===== src/rtl/adder_ctrl_pkg.sv =====
// Shared FSM encodings, requester ids and the full-adder cell used by the shared adder.
package adder_ctrl_pkg;

  typedef enum logic [1:0] {
    S_IDLE = 2'd0,
    S_WAIT = 2'd1,
    S_DONE = 2'd2
  } state_t;

  localparam logic ID_REQ0 = 1'b0;
  localparam logic ID_REQ1 = 1'b1;

  // Full-adder cell: returns {carry_out, sum}.
  function automatic logic [1:0] full_add(input logic a, input logic b, input logic ci);
    return {(a & b) | (ci & (a ^ b)), a ^ b ^ ci};
  endfunction

endpackage


===== src/rtl/ripple_adder_n.sv =====
// WIDTH-bit ripple-carry adder built from full-adder cells, carry_in tied low.
// Purely combinational; the carry chain is treated as a multicycle path by its user.
module ripple_adder_n
  import adder_ctrl_pkg::*;
#(
  parameter int WIDTH = 8
) (
  input  logic [WIDTH-1:0] a_i,
  input  logic [WIDTH-1:0] b_i,
  output logic [WIDTH-1:0] sum_o,
  output logic             carry_o
);

  logic [WIDTH:0] carry;

  assign carry[0] = 1'b0;

  for (genvar i = 0; i < WIDTH; i++) begin : g_bit
    logic [1:0] fa;
    assign fa         = full_add(a_i[i], b_i[i], carry[i]);
    assign sum_o[i]   = fa[0];
    assign carry[i+1] = fa[1];
  end

  assign carry_o = carry[WIDTH];

endmodule


===== src/rtl/adder_share_arbiter.sv =====
// Round-robin share of one ripple adder between two requesters; operands held
// ADD_CYCLES clocks before capture, result returned on a valid/ready port.
module adder_share_arbiter
  import adder_ctrl_pkg::*;
#(
  parameter int WIDTH      = 8,
  parameter int ADD_CYCLES = 2
) (
  input  logic             clk,
  input  logic             rst,
  input  logic             req0_valid,
  input  logic [WIDTH-1:0] req0_a,
  input  logic [WIDTH-1:0] req0_b,
  output logic             req0_ready,
  input  logic             req1_valid,
  input  logic [WIDTH-1:0] req1_a,
  input  logic [WIDTH-1:0] req1_b,
  output logic             req1_ready,
  output logic             rsp_valid,
  output logic             rsp_id,
  output logic [WIDTH-1:0] rsp_sum,
  output logic             rsp_carry,
  input  logic             rsp_ready,
  output logic             busy
);

  localparam int CW = (ADD_CYCLES > 1) ? $clog2(ADD_CYCLES) : 1;

  state_t           state_q, state_d;
  logic [CW-1:0]    cnt_q, cnt_d;
  logic [WIDTH-1:0] op_a_q, op_a_d;
  logic [WIDTH-1:0] op_b_q, op_b_d;
  logic             op_id_q, op_id_d;
  logic             last_grant_q, last_grant_d;
  logic             rsp_valid_q, rsp_valid_d;
  logic             rsp_id_q, rsp_id_d;
  logic [WIDTH-1:0] rsp_sum_q, rsp_sum_d;
  logic             rsp_carry_q, rsp_carry_d;

  logic             gnt_vld;
  logic             gnt_id;
  logic [WIDTH-1:0] add_sum;
  logic             add_carry;

  ripple_adder_n #(.WIDTH(WIDTH)) u_adder (
    .a_i     (op_a_q),
    .b_i     (op_b_q),
    .sum_o   (add_sum),
    .carry_o (add_carry)
  );

  // Ready is suppressed while rst is high so a held valid is never seen as accepted.
  always_comb begin
    gnt_vld = 1'b0;
    gnt_id  = ID_REQ0;
    if (state_q == S_IDLE && !rst) begin
      if (req0_valid && req1_valid) begin
        gnt_vld = 1'b1;
        gnt_id  = ~last_grant_q;
      end else if (req0_valid) begin
        gnt_vld = 1'b1;
        gnt_id  = ID_REQ0;
      end else if (req1_valid) begin
        gnt_vld = 1'b1;
        gnt_id  = ID_REQ1;
      end
    end
  end

  assign req0_ready = gnt_vld && (gnt_id == ID_REQ0);
  assign req1_ready = gnt_vld && (gnt_id == ID_REQ1);
  assign busy       = (state_q != S_IDLE);

  always_comb begin
    state_d      = state_q;
    cnt_d        = cnt_q;
    op_a_d       = op_a_q;
    op_b_d       = op_b_q;
    op_id_d      = op_id_q;
    last_grant_d = last_grant_q;
    rsp_valid_d  = rsp_valid_q;
    rsp_id_d     = rsp_id_q;
    rsp_sum_d    = rsp_sum_q;
    rsp_carry_d  = rsp_carry_q;
    case (state_q)
      S_IDLE: begin
        if (gnt_vld) begin
          op_a_d       = (gnt_id == ID_REQ1) ? req1_a : req0_a;
          op_b_d       = (gnt_id == ID_REQ1) ? req1_b : req0_b;
          op_id_d      = gnt_id;
          last_grant_d = gnt_id;
          cnt_d        = CW'(ADD_CYCLES - 1);
          state_d      = S_WAIT;
        end
      end
      S_WAIT: begin
        if (cnt_q != '0) begin
          cnt_d = cnt_q - CW'(1);
        end else begin
          rsp_sum_d   = add_sum;
          rsp_carry_d = add_carry;
          rsp_id_d    = op_id_q;
          rsp_valid_d = 1'b1;
          state_d     = S_DONE;
        end
      end
      S_DONE: begin
        if (rsp_ready) begin
          rsp_valid_d = 1'b0;
          state_d     = S_IDLE;
        end
      end
      default: state_d = S_IDLE;
    endcase
  end

  always_ff @(posedge clk) begin
    if (rst) begin
      state_q      <= S_IDLE;
      cnt_q        <= '0;
      op_a_q       <= '0;
      op_b_q       <= '0;
      op_id_q      <= ID_REQ0;
      last_grant_q <= ID_REQ1;
      rsp_valid_q  <= 1'b0;
      rsp_id_q     <= ID_REQ0;
      rsp_sum_q    <= '0;
      rsp_carry_q  <= 1'b0;
    end else begin
      state_q      <= state_d;
      cnt_q        <= cnt_d;
      op_a_q       <= op_a_d;
      op_b_q       <= op_b_d;
      op_id_q      <= op_id_d;
      last_grant_q <= last_grant_d;
      rsp_valid_q  <= rsp_valid_d;
      rsp_id_q     <= rsp_id_d;
      rsp_sum_q    <= rsp_sum_d;
      rsp_carry_q  <= rsp_carry_d;
    end
  end

  assign rsp_valid = rsp_valid_q;
  assign rsp_id    = rsp_id_q;
  assign rsp_sum   = rsp_sum_q;
  assign rsp_carry = rsp_carry_q;

endmodule


===== config.mk =====
export PLATFORM = sky130hd
export DESIGN_NAME = adder_share_arbiter
export DESIGN_NICKNAME = d
export VERILOG_FILES = /design/src/rtl/adder_ctrl_pkg.sv /design/src/rtl/ripple_adder_n.sv /design/src/rtl/adder_share_arbiter.sv
export SDC_FILE = /design/constraint.sdc
export NUM_CORES = 1
export LEC_CHECK = 0
export CAP_MARGIN = 20
export CORE_AREA = 2 2 61 63
export DETAILED_ROUTE_END_ITERATION = 10
export DIE_AREA = 0 0 63 65
export PLACE_DENSITY = 0.76
export SLEW_MARGIN = 15
export SYNTH_ARGS = -nofsm -noshare
export SYNTH_HDL_FRONTEND = slang
export SYNTH_SLANG_ARGS = --single-unit

===== constraint.sdc =====
create_clock -name clk -period 4.5 [get_ports clk]
set_input_delay 0.675 -clock clk [delete_from_list [all_inputs] [get_ports clk]]
set_output_delay 0.675 -clock clk [all_outputs]
set_load 0.03 [all_outputs]

==> reports/qor.csv, run 1 <==
stage,metric,value,unit
cts,post-CTS sizing,0,
cts,CTS Hold Bufs,0,
cells_and_area,fill count,317,
worst_setup_path,CP Buf/Inv Count,1,
cts,clock root cell,clkbuf_4,
cts,CTS Buf Count,5,
synthesis,Synth area leaders,"dfxtp_1, fa_1, a221o_1",
synthesis,largest area contributor in the netlist,dfxtp_1,
placement,post-DP HPWL,2690,µm
cts,H-tree levels,2,
cts,clk buf depth,2,
timing,Final Hold Violating Endpoints,0,
floorplan,# rows,22,
placement,cell count after placement,244,
timing,RSZ-0062 raised after global routing,false,
timing,f_max,274,MHz
power,Combinational Power Share,26.2,%
power,Clock power frac,24.4,%
synthesis,"flops & latches, synth",32,
synthesis,Cell variety after synth,30,
worst_setup_path,Setup crit end kind,register,
synthesis,Yosys top cell area share,44.0,%
power,overall power,0.690,mW
worst_setup_path,cell mode on critical path,fa_1,
cts,clock slew at reported path FFs,0.10,ns
worst_setup_path,max incr delay on CP,0.40,ns
floorplan,Core ar.,3500,µm²
global_routing,antenna violations before repair,0,
worst_setup_path,R2R cell count,10,
placement,"Cell Area, Placed",2000,µm²
synthesis,Syn Std Cell Area,1460,µm²
power,Pwr Density,335,nW/µm²
timing,Rel. slew slack,31.3,%
detailed_routing,Avg WL per Cell,13.8,µm
power,Switch Pwr,0.206,mW
floorplan,Die W,63,µm
detailed_routing,drt total wl,3470,µm
global_routing,via count of the first global-routing pass,1265,
worst_setup_path,Crit path max-delay family,adder cells,
synthesis,yosys warns,0,
worst_setup_path,Critical Path AT,3.88,ns
min_path,Worst Hold Class,reg -> reg,
power,Cell Int Power,0.484,mW
cells_and_area,area grow syn2layout,41.7,%
worst_setup_path,Reg-to-Reg End,rsp_sum[7],
floorplan,initial core utilization,41.6,%
synthesis,Post-Syn Nets,196,
cts,CTS tree,done,
cells_and_area,"Design Area, Final",2060,µm²
cells_and_area,fin util,59.0,%
timing,Final setup viols,0,
timing,post-layout min period,3.65,ns
global_routing,Total GRT Usage,18.5,%
timing,clk_skew,0.00756,ns
floorplan,I/O Pins,51,
worst_setup_path,CP startpoint kind,register,
synthesis,synthesized instance count,151,
synthesis,"Top FF cell, synth",dfxtp_1,
cts,Post-CTS Setup Inserts,0,
synthesis,number of synthesized flops with an enable pin,0,
synthesis,sequential fraction of the synthesis area,44.0,%
global_routing,largest net degree at the start of global routing,26,
flow_run,Max-Cap Viols,0,
min_path,hold wc startpoint,rsp_sum[0],
timing,Setup TNS,0,ns
global_routing,global-route wire length before repair,5790,µm
cells_and_area,Final #Nets,248,
cts,Worst-Skew Late Latency,0.32,ns
worst_setup_path,Reg2Reg Setup Slack,0.85,ns
synthesis,cell with the most instances after synthesis,dfxtp_1,
timing,final critical-path share of the clock period,81.1,%
detailed_routing,# DRC,0,
detailed_routing,Pre-antenna DRT Iters,4,
worst_setup_path,CP max FO,2,
detailed_routing,antenna-violating nets left,0,
timing,Slew Limit Fails,0,
cells_and_area,Ant. Diodes,0,
floorplan,overall die height,65,µm
detailed_routing,routed vias,1309,
worst_setup_path,crit path cell chain,ha_1 -> fa_1 -> fa_1 -> fa_1 -> fa_1 -> fa_1 -> fa_1 -> inv_1 -> fa_1 -> a211oi_1,
power,VDD IR-drop max,0.000162,V
synthesis,top post-synthesis cells by count,"dfxtp_1, nand2_1, a21oi_1, a221o_1, and3_1",
worst_setup_path,CP max-delay cell,fa_1,
synthesis,Mapped Avg Cell Area,9.64,µm²
min_path,WHS Path Cells,2,
power,switching portion of total power,29.9,%
status,run status,"finished, final reports clean",
global_routing,total gr overflow,0,
cells_and_area,Non-Filler Instances,252,
placement,Port Buffer Count,50,
min_path,hold path endpoint,rsp_sum[0],
power,Sequential Power Share,49.4,%
cts,clk sinks,32,
floorplan,die area,4100,µm²
placement,gpl congestion,0.899,
timing,worst slew pin tran,1.03,ns
detailed_routing,via/cell ratio,5.19,
detailed_routing,DRT iter0 DRCs,60,
worst_setup_path,WS Path Type,reg -> reg,
worst_setup_path,CP required,4.73,ns
power,leakage,0.827,nW
cells_and_area,ratio of cells with drive above 1 in the final layout,7.84,%
synthesis,"FFs w/ async S/R, synth",0,%
worst_setup_path,Worst R2R Start,op_a_q[0],
[worst min-delay path, cell delays in order (launching register included)]
cell,delay (ns)
dfxtp_1,0.32
nand2_1,0.05
a21oi_1,0.05
[per-layer routing]
metal	global-route usage, %	wire, µm	share of wire, %
met5	0	0	0
met3	6.25	178	5.1
met1	21.3	1550	45
met2	31.5	1690	49
met4	7.50	50	1.4
[cell usage in the layout, fill, tap and decap left out, types with 2 or more instances in the layout]
master	instances
nand2_1	17
nor2_1	9
inv_1	6
o21ai_0	5
nand3_1	3
buf_4	5
a211oi_1	2
a31oi_1	3
clkdlybuf4s50_1	50
dfxtp_1	32
or4b_1	3
fa_1	7
and3_1	13
clkbuf_1	2
a221o_1	13
clkbuf_4	5
a21oi_1	13
nor2b_1	3
[stage by stage]
step | hold slack (ns) | setup slack [ns]
floorplan | 0.432 | 1.05
CTS | 0.461 | 0.861
finish | 0.460 | 0.849
global route | 0.474 | 0.706
global placement | 0.445 | 0.960
detailed placement | 0.449 | 0.878
[final cells by class]
cell class | count | area [µm²] | area share (%)
Multi-Input combinational cell | 103 | 742 | 36.0
Sequential cell | 32 | 641 | 31.1
Tap cell | 48 | 60.1 | 2.91
Inverter | 6 | 22.5 | 1.09
Timing Repair Buffer | 55 | 538 | 26.1
Clock buffer | 8 | 58.8 | 2.85
[how the worst max path moves through the flow]
stage / slack, ns / endpoint / start / depth (start not counted)
global route: 0.71 / rsp_sum[7] / op_a_q[0] / 10
detailed placement: 0.88 / rsp_sum[7] / op_a_q[0] / 10
floorplan: 1.05 / rsp_sum[7] / op_a_q[0] / 10
CTS: 0.86 / rsp_sum[7] / op_a_q[0] / 10
finish: 0.85 / rsp_sum[7] / op_a_q[0] / 10
global placement: 0.96 / rsp_sum[7] / op_a_q[0] / 10
[power groups by stage]
stage / sequential, mW / combinational [mW] / clock, mW
global route: 0.345 / 0.197 / 0.189
floorplan: 0.355 / 0.0928 / 0
finish: 0.341 / 0.181 / 0.168
detailed placement: 0.347 / 0.181 / 0
global placement: 0.345 / 0.179 / 0
CTS: 0.341 / 0.182 / 0.172
[registers in the layout, indices dropped and copies added (netlist names)]
| name | flops |
|---|---|
| cnt_q | 1 |
| last_grant_q | 1 |
| op_a_q | 8 |
| op_b_q | 8 |
| op_id_q | 1 |
| rsp_carry | 1 |
| rsp_id | 1 |
| rsp_sum | 8 |
| rsp_valid | 1 |
| state_q | 2 |
[cell families after synthesis]
kind of cell	count (synthesis)	share of synthesized area (%)
DFF	32	44.0
buffers and inverters	16	4.99
AOI/OAI and AO/OA	39	19.1
adders and majority gates	8	10.5
and+or+nand+nor	56	21.4
No activity file was read; power rests on OpenSTA's default activity.
==> run 2, diff against run 1 <==
Settings changed: CORE_AREA 2 2 61 63 to 2 2 64 66, DIE_AREA 0 0 63 65 to 0 0 66 68, PLACE_DENSITY 0.76 to 0.73.
Clock period 4.5 ns to 3.2 ns, I/O delays scaled along.
==> reports/qor.csv, run 2 (synthesis gave the netlist of run 1 again) <==
stage,metric,value,unit,change
status,run status,"finished, violations left",,
status,failing checks,negative setup slack,,
placement,Port Buffer Count,50,,unchanged
detailed_routing,Pre-antenna DRT Iters,4,,unchanged
cts,Post-CTS Setup Inserts,0,,unchanged
cells_and_area,"commonest non-fill, non-tap cells in the layout","clkdlybuf4s50_1, dfxtp_1, nand2_1",,
cells_and_area,Final #Nets,251,,+1.2%
timing,fin worst setup slack,-0.0664,ns,-0.916 ns
cts,CTS Hold Bufs,0,,unchanged
timing,final critical-path share of the clock period,102,%,+21 points
min_path,WHS Path Cells,2,,unchanged
cts,clock root cell,clkbuf_8,,
timing,Slew Limit Fails,0,,unchanged
placement,pre-CTS setup slack,-0.153,ns,-1.03 ns
timing,Rel. slew slack,56.7,%,+25 points
detailed_routing,antenna-violating nets left,0,,unchanged
floorplan,die area,4490,µm²,+9.6%
detailed_routing,drt total wl,3300,µm,-4.8%
worst_setup_path,Setup crit end kind,register,,
global_routing,total gr overflow,0,,unchanged
cells_and_area,area grow syn2layout,48.8,%,
detailed_routing,routed vias,1282,,-2.1%
power,VDD IR-drop max,0.000185,V,+14%
power,Pwr Density,519,nW/µm²,+55%
timing,hold slack,0.455,ns,-0.00420 ns
cells_and_area,"most common cell after layout, fill and taps aside",clkdlybuf4s50_1,,
detailed_routing,via/cell ratio,4.99,,-4.0%
timing,post-layout min period,3.27,ns,-0.384 ns
worst_setup_path,Reg2Reg Setup Slack,-0.07,ns,-0.92 ns
timing,clk_skew,0.00562,ns,-0.00193 ns
cts,CTS tree,done,,
detailed_routing,Avg WL per Cell,12.9,µm,-6.7%
timing,Final Hold Violating Endpoints,0,,unchanged
detailed_routing,DRT iter0 DRCs,92,,+53%
worst_setup_path,WS Path Type,reg -> reg,,
flow_run,Max-Cap Viols,0,,unchanged
cts,post-CTS sizing,4,,+4
floorplan,# rows,23,,+4.5%
floorplan,Die W,66,µm,+4.8%
cts,Worst-Skew Late Latency,0.29,ns,-0.03 ns
floorplan,initial core utilization,37.7,%,-3.9 points
min_path,Worst Hold Class,reg -> reg,,
worst_setup_path,CP startpoint kind,register,,
placement,gpl congestion,0.762,,-15%
min_path,hold path endpoint,rsp_sum[0],,
timing,RSZ-0062 raised after global routing,true,,
global_routing,largest net degree at the start of global routing,20,,-23%
timing,worst slew pin tran,0.650,ns,-0.380 ns
floorplan,Core ar.,3860,µm²,+10%
worst_setup_path,Reg-to-Reg End,rsp_sum[7],,
worst_setup_path,CP max FO,2,,unchanged
worst_setup_path,Critical Path AT,3.48,ns,-0.40 ns
timing,Final setup viols,1,,+1
cts,CTS Buf Count,5,,unchanged
detailed_routing,# DRC,0,,unchanged
timing,f_max,306,MHz,+12%
cts,clk buf depth,2,,unchanged
cts,H-tree levels,2,,unchanged
global_routing,antenna violations before repair,0,,unchanged
floorplan,I/O Pins,51,,unchanged
cells_and_area,Ant. Diodes,0,,unchanged
global_routing,Total GRT Usage,16.5,%,-2.0 points
global_routing,via count of the first global-routing pass,1193,,-5.7%
cts,clock slew at reported path FFs,0.07,ns,-0.03 ns
min_path,hold wc startpoint,rsp_sum[0],,
cells_and_area,ratio of cells with drive above 1 in the final layout,15.9,%,+8.1 points
global_routing,global-route wire length before repair,5530,µm,-4.4%
placement,post-DP HPWL,2490,µm,-7.5%
worst_setup_path,CP required,3.41,ns,-1.32 ns
worst_setup_path,R2R cell count,10,,unchanged
worst_setup_path,Worst R2R Start,op_a_q[0],,
power,leakage,0.856,nW,+3.5%
floorplan,overall die height,68,µm,+4.6%
cts,clk sinks,32,,unchanged
-- run 2: through the flow --
step | instances | setup TNS, ns | area, µm² | util [%] | power, mW
2_1_floorplan | 151 | -0.0527 | 1470 | - | 0.631
3_3_place_gp | 248 | -0.109 | 2030 | 52.6 | 0.745
3_5_place_dp | 248 | -0.153 | 2030 | 52.6 | 0.749
4_1_cts | 256 | -0.0997 | 2140 | 55.5 | 1.13
5_1_grt | 257 | -0.170 | 2170 | 56.2 | 1.19
6_report | 257 | -0.0664 | 2170 | 56.2 | 1.12
-- run 2: critical path: stages, from the launching register on --
cell and delay (ns):
dfxtp_2 0.34, ha_4 0.16, fa_2 0.33, fa_2 0.34, fa_2 0.34, fa_2 0.35, fa_2 0.35, fa_2 0.34
inv_2 0.06, fa_1 0.41, a211oi_2 0.17
-- run 2: cell type report --
| type | count | area, µm² |
|---|---|---|
| Fill cell | 376 | 1690 |
| Multi-Input combinational cell | 103 | 774 |
| Sequential cell | 32 | 643 |
| Timing Repair Buffer | 58 | 556 |
| Clock buffer | 6 | 72.6 |
| Tap cell | 50 | 62.6 |
| Clock inverter | 2 | 35.0 |
| Inverter | 6 | 22.5 |
-- run 2: per-layer routing --
layer	track usage, %	share of wire, %
met1	20.8	45
met2	26.9	47
met3	4.77	6.1
met4	6.12	1.7
met5	0	0
-- run 2: power breakdown --
group / internal [mW] / switching (mW)
Clock: 0.231 / 0.145
Sequential: 0.443 / 0.0390
Combinational: 0.138 / 0.128
Total: 0.812 / 0.312
-- run 2: worst max path at each step --
stage	startpoint	end	slack [ns]
3_3_place_gp	op_a_q[0]	rsp_sum[7]	-0.11
5_1_grt	op_a_q[0]	rsp_sum[7]	-0.17
2_1_floorplan	op_a_q[0]	rsp_sum[7]	-0.05
3_5_place_dp	op_a_q[0]	rsp_sum[7]	-0.15
4_1_cts	op_a_q[0]	rsp_sum[7]	-0.1
6_report	op_a_q[0]	rsp_sum[7]	-0.07
==> run 3, diff against run 2 <==
Settings changed: CELL_PAD_IN_SITES_DETAIL_PLACEMENT set to 2, CELL_PAD_IN_SITES_GLOBAL_PLACEMENT set to 2, CORE_AREA 2 2 64 66 to 2 2 83 85, DIE_AREA 0 0 66 68 to 0 0 85 87, PLACE_DENSITY 0.73 to 0.72.
==> reports/qor.csv, run 3 (synthesis gave the netlist of run 1 again) <==
stage,metric,value,unit,change
status,run status,"finished, violations left",,
status,failing checks,negative setup slack,,
placement,pre-CTS setup slack,-0.211,ns,-0.0572 ns
worst_setup_path,Critical Path Sink,rsp_sum[7],,
timing,Slew Limit Fails,0,,unchanged
timing,fin worst setup slack,-0.115,ns,-0.0489 ns
worst_setup_path,Setup crit end kind,register,,
floorplan,Die W,85,µm,+29%
cells_and_area,"most common cell after layout, fill and taps aside",clkdlybuf4s50_1,,
cells_and_area,"Design Area, Final",2220,µm²,+2.6%
power,VDD IR-drop max,0.000138,V,-25%
timing,post-layout min period,3.32,ns,+0.0489 ns
cts,H-tree levels,2,,unchanged
flow_run,Max-Cap Viols,0,,unchanged
detailed_routing,Avg WL per Cell,15.2,µm,+18%
worst_setup_path,CP max FO,2,,unchanged
worst_setup_path,Reg-to-Reg End,rsp_sum[7],,
cts,clock root cell,clkbuf_8,,
worst_setup_path,R2R cell count,10,,unchanged
timing,worst slew pin tran,0.396,ns,-0.254 ns
placement,Port Buffer Count,50,,unchanged
timing,Final Hold Violating Endpoints,0,,unchanged
floorplan,I/O Pins,51,,unchanged
worst_setup_path,CP startpoint kind,register,,
cells_and_area,sequential cell area,643,µm²,unchanged
cts,clk sinks,32,,unchanged
global_routing,via count of the first global-routing pass,1391,,+17%
cells_and_area,fill count,704,,+87%
timing,clk_skew,0.00558,ns,-0.0000449 ns
detailed_routing,antenna-violating nets left,0,,unchanged
floorplan,die area,7400,µm²,+65%
cells_and_area,Final #Nets,251,,unchanged
cells_and_area,ratio of cells with drive above 1 in the final layout,16.4,%,+0.48 points
global_routing,antenna violations before repair,0,,unchanged
floorplan,overall die height,87,µm,+28%
global_routing,Total GRT Usage,12.5,%,-4.0 points
placement,gpl congestion,0.739,,-3.0%
placement,post-DP HPWL,3320,µm,+33%
cells_and_area,"commonest non-fill, non-tap cells in the layout","clkdlybuf4s50_1, dfxtp_1, nand2_1",,
cts,CTS Hold Bufs,0,,unchanged
floorplan,Core ar.,6570,µm²,+70%
cells_and_area,Ant. Diodes,0,,unchanged
power,Combinational Power Share,23.3,%,-0.4 points
floorplan,initial core utilization,22.2,%,-16 points
timing,final critical-path share of the clock period,104,%,+1.5 points
cts,Worst-Skew Late Latency,0.28,ns,about the same
global_routing,total gr overflow,0,,unchanged
timing,RSZ-0062 raised after global routing,true,,
cells_and_area,area grow syn2layout,52.7,%,
detailed_routing,Pre-antenna DRT Iters,4,,unchanged
floorplan,# rows,30,,+30%
power,leakage,0.865,nW,+1.1%
detailed_routing,via/cell ratio,4.64,,-7.0%
power,switching portion of total power,27.6,%,-0.23 points
worst_setup_path,CP required,3.40,ns,about the same
placement,"Cell Area, Placed",2070,µm²,+1.9%
detailed_routing,DRT iter0 DRCs,51,,-45%
cts,clock slew at reported path FFs,0.07,ns,about the same
cts,CTS Buf Count,5,,unchanged
worst_setup_path,Worst R2R Start,op_a_q[0],,
timing,f_max,302,MHz,-1.5%
global_routing,global-route wire length before repair,7180,µm,+30%
worst_setup_path,crit path from,op_a_q[0],,
cts,clk buf depth,2,,unchanged
detailed_routing,routed vias,1331,,+3.8%
detailed_routing,# DRC,0,,unchanged
min_path,Worst Hold Class,reg -> reg,,
cells_and_area,Multi-input gate area,774,µm²,unchanged
power,Pwr Density,532,nW/µm²,+2.6%
power,overall power,1.18,mW,+5.3%
power,Switch Pwr,0.326,mW,+4.4%
worst_setup_path,Critical Path AT,3.52,ns,+0.04 ns
worst_setup_path,WS Path Type,reg -> reg,,
timing,Final setup viols,1,,unchanged
cts,CTS tree,done,,
detailed_routing,drt total wl,4350,µm,+32%
timing,Rel. slew slack,73.6,%,+17 points
global_routing,largest net degree at the start of global routing,21,,+5.0%
power,Clock power frac,35.8,%,+2.3 points
worst_setup_path,Reg2Reg Setup Slack,-0.12,ns,-0.05 ns
power,Sequential Power Share,40.8,%,-2.1 points
power,Cell Int Power,0.857,mW,+5.6%
run 3: what timing repair did:
action / 4_1_cts / 5_1_grt
setup endpoints to repair: 1 / 1
cloned: 0 / 0
endpoints found under the hold margin: 0 / 0
gates resized for setup: 7 / 0
buffers inserted: 0 / 0
run 3: worst min-delay path by stage:
stage | slack (ns) | cells past startpoint | end | from
3_3_place_gp | 0.45 | 2 | rsp_sum[4] | rsp_sum[4]
2_1_floorplan | 0.43 | 2 | rsp_id | op_id_q
3_5_place_dp | 0.46 | 2 | rsp_sum[2] | rsp_sum[2]
5_1_grt | 0.48 | 2 | rsp_id | rsp_id
4_1_cts | 0.47 | 2 | rsp_sum[2] | rsp_sum[2]
6_report | 0.46 | 2 | rsp_sum[4] | rsp_sum[4]
run 3: power by group through the flow:
stage	sequential, mW	combinational, mW	clock (mW)
finish	0.483	0.276	0.424
global route	0.491	0.305	0.455
CTS	0.484	0.279	0.434
detailed placement	0.490	0.271	0
global placement	0.488	0.265	0
floorplan	0.500	0.131	0
run 3: through the flow:
stage	utilization, %	hold WS (ns)	setup TNS [ns]	instances
5_1_grt	33.8	0.476	-0.213	287
6_report	33.8	0.461	-0.115	287
3_3_place_gp	31.4	0.446	-0.129	278
2_1_floorplan	-	0.432	-0.0527	151
4_1_cts	33.7	0.467	-0.124	286
3_5_place_dp	31.4	0.457	-0.211	278
run 3: area by class of cell:
type	instances	share of cell area, %
Tap cell	80	4.50
Clock inverter	1	1.35
Clock buffer	7	4.34
Timing Repair Buffer	58	25.0
Inverter	6	1.01
Multi-Input combinational cell	103	34.9
Sequential cell	32	28.9
run 3: worst max-delay path: stages (launching register included):
cell and delay [ns]:
dfxtp_2 0.34, ha_4 0.15, fa_2 0.33, fa_2 0.36, fa_2 0.35, fa_2 0.35, fa_2 0.34, fa_2 0.34
inv_2 0.06, fa_1 0.42, a211oi_2 0.19
run 3: metal layers:
metal  track usage, %  vias up  routed length, µm
met5                0        -                  0
met4             3.90        0                 39
met3             3.60        2                224
met2             21.2       40               2110
met1             15.3      634               1980
li1                 -      655                  -
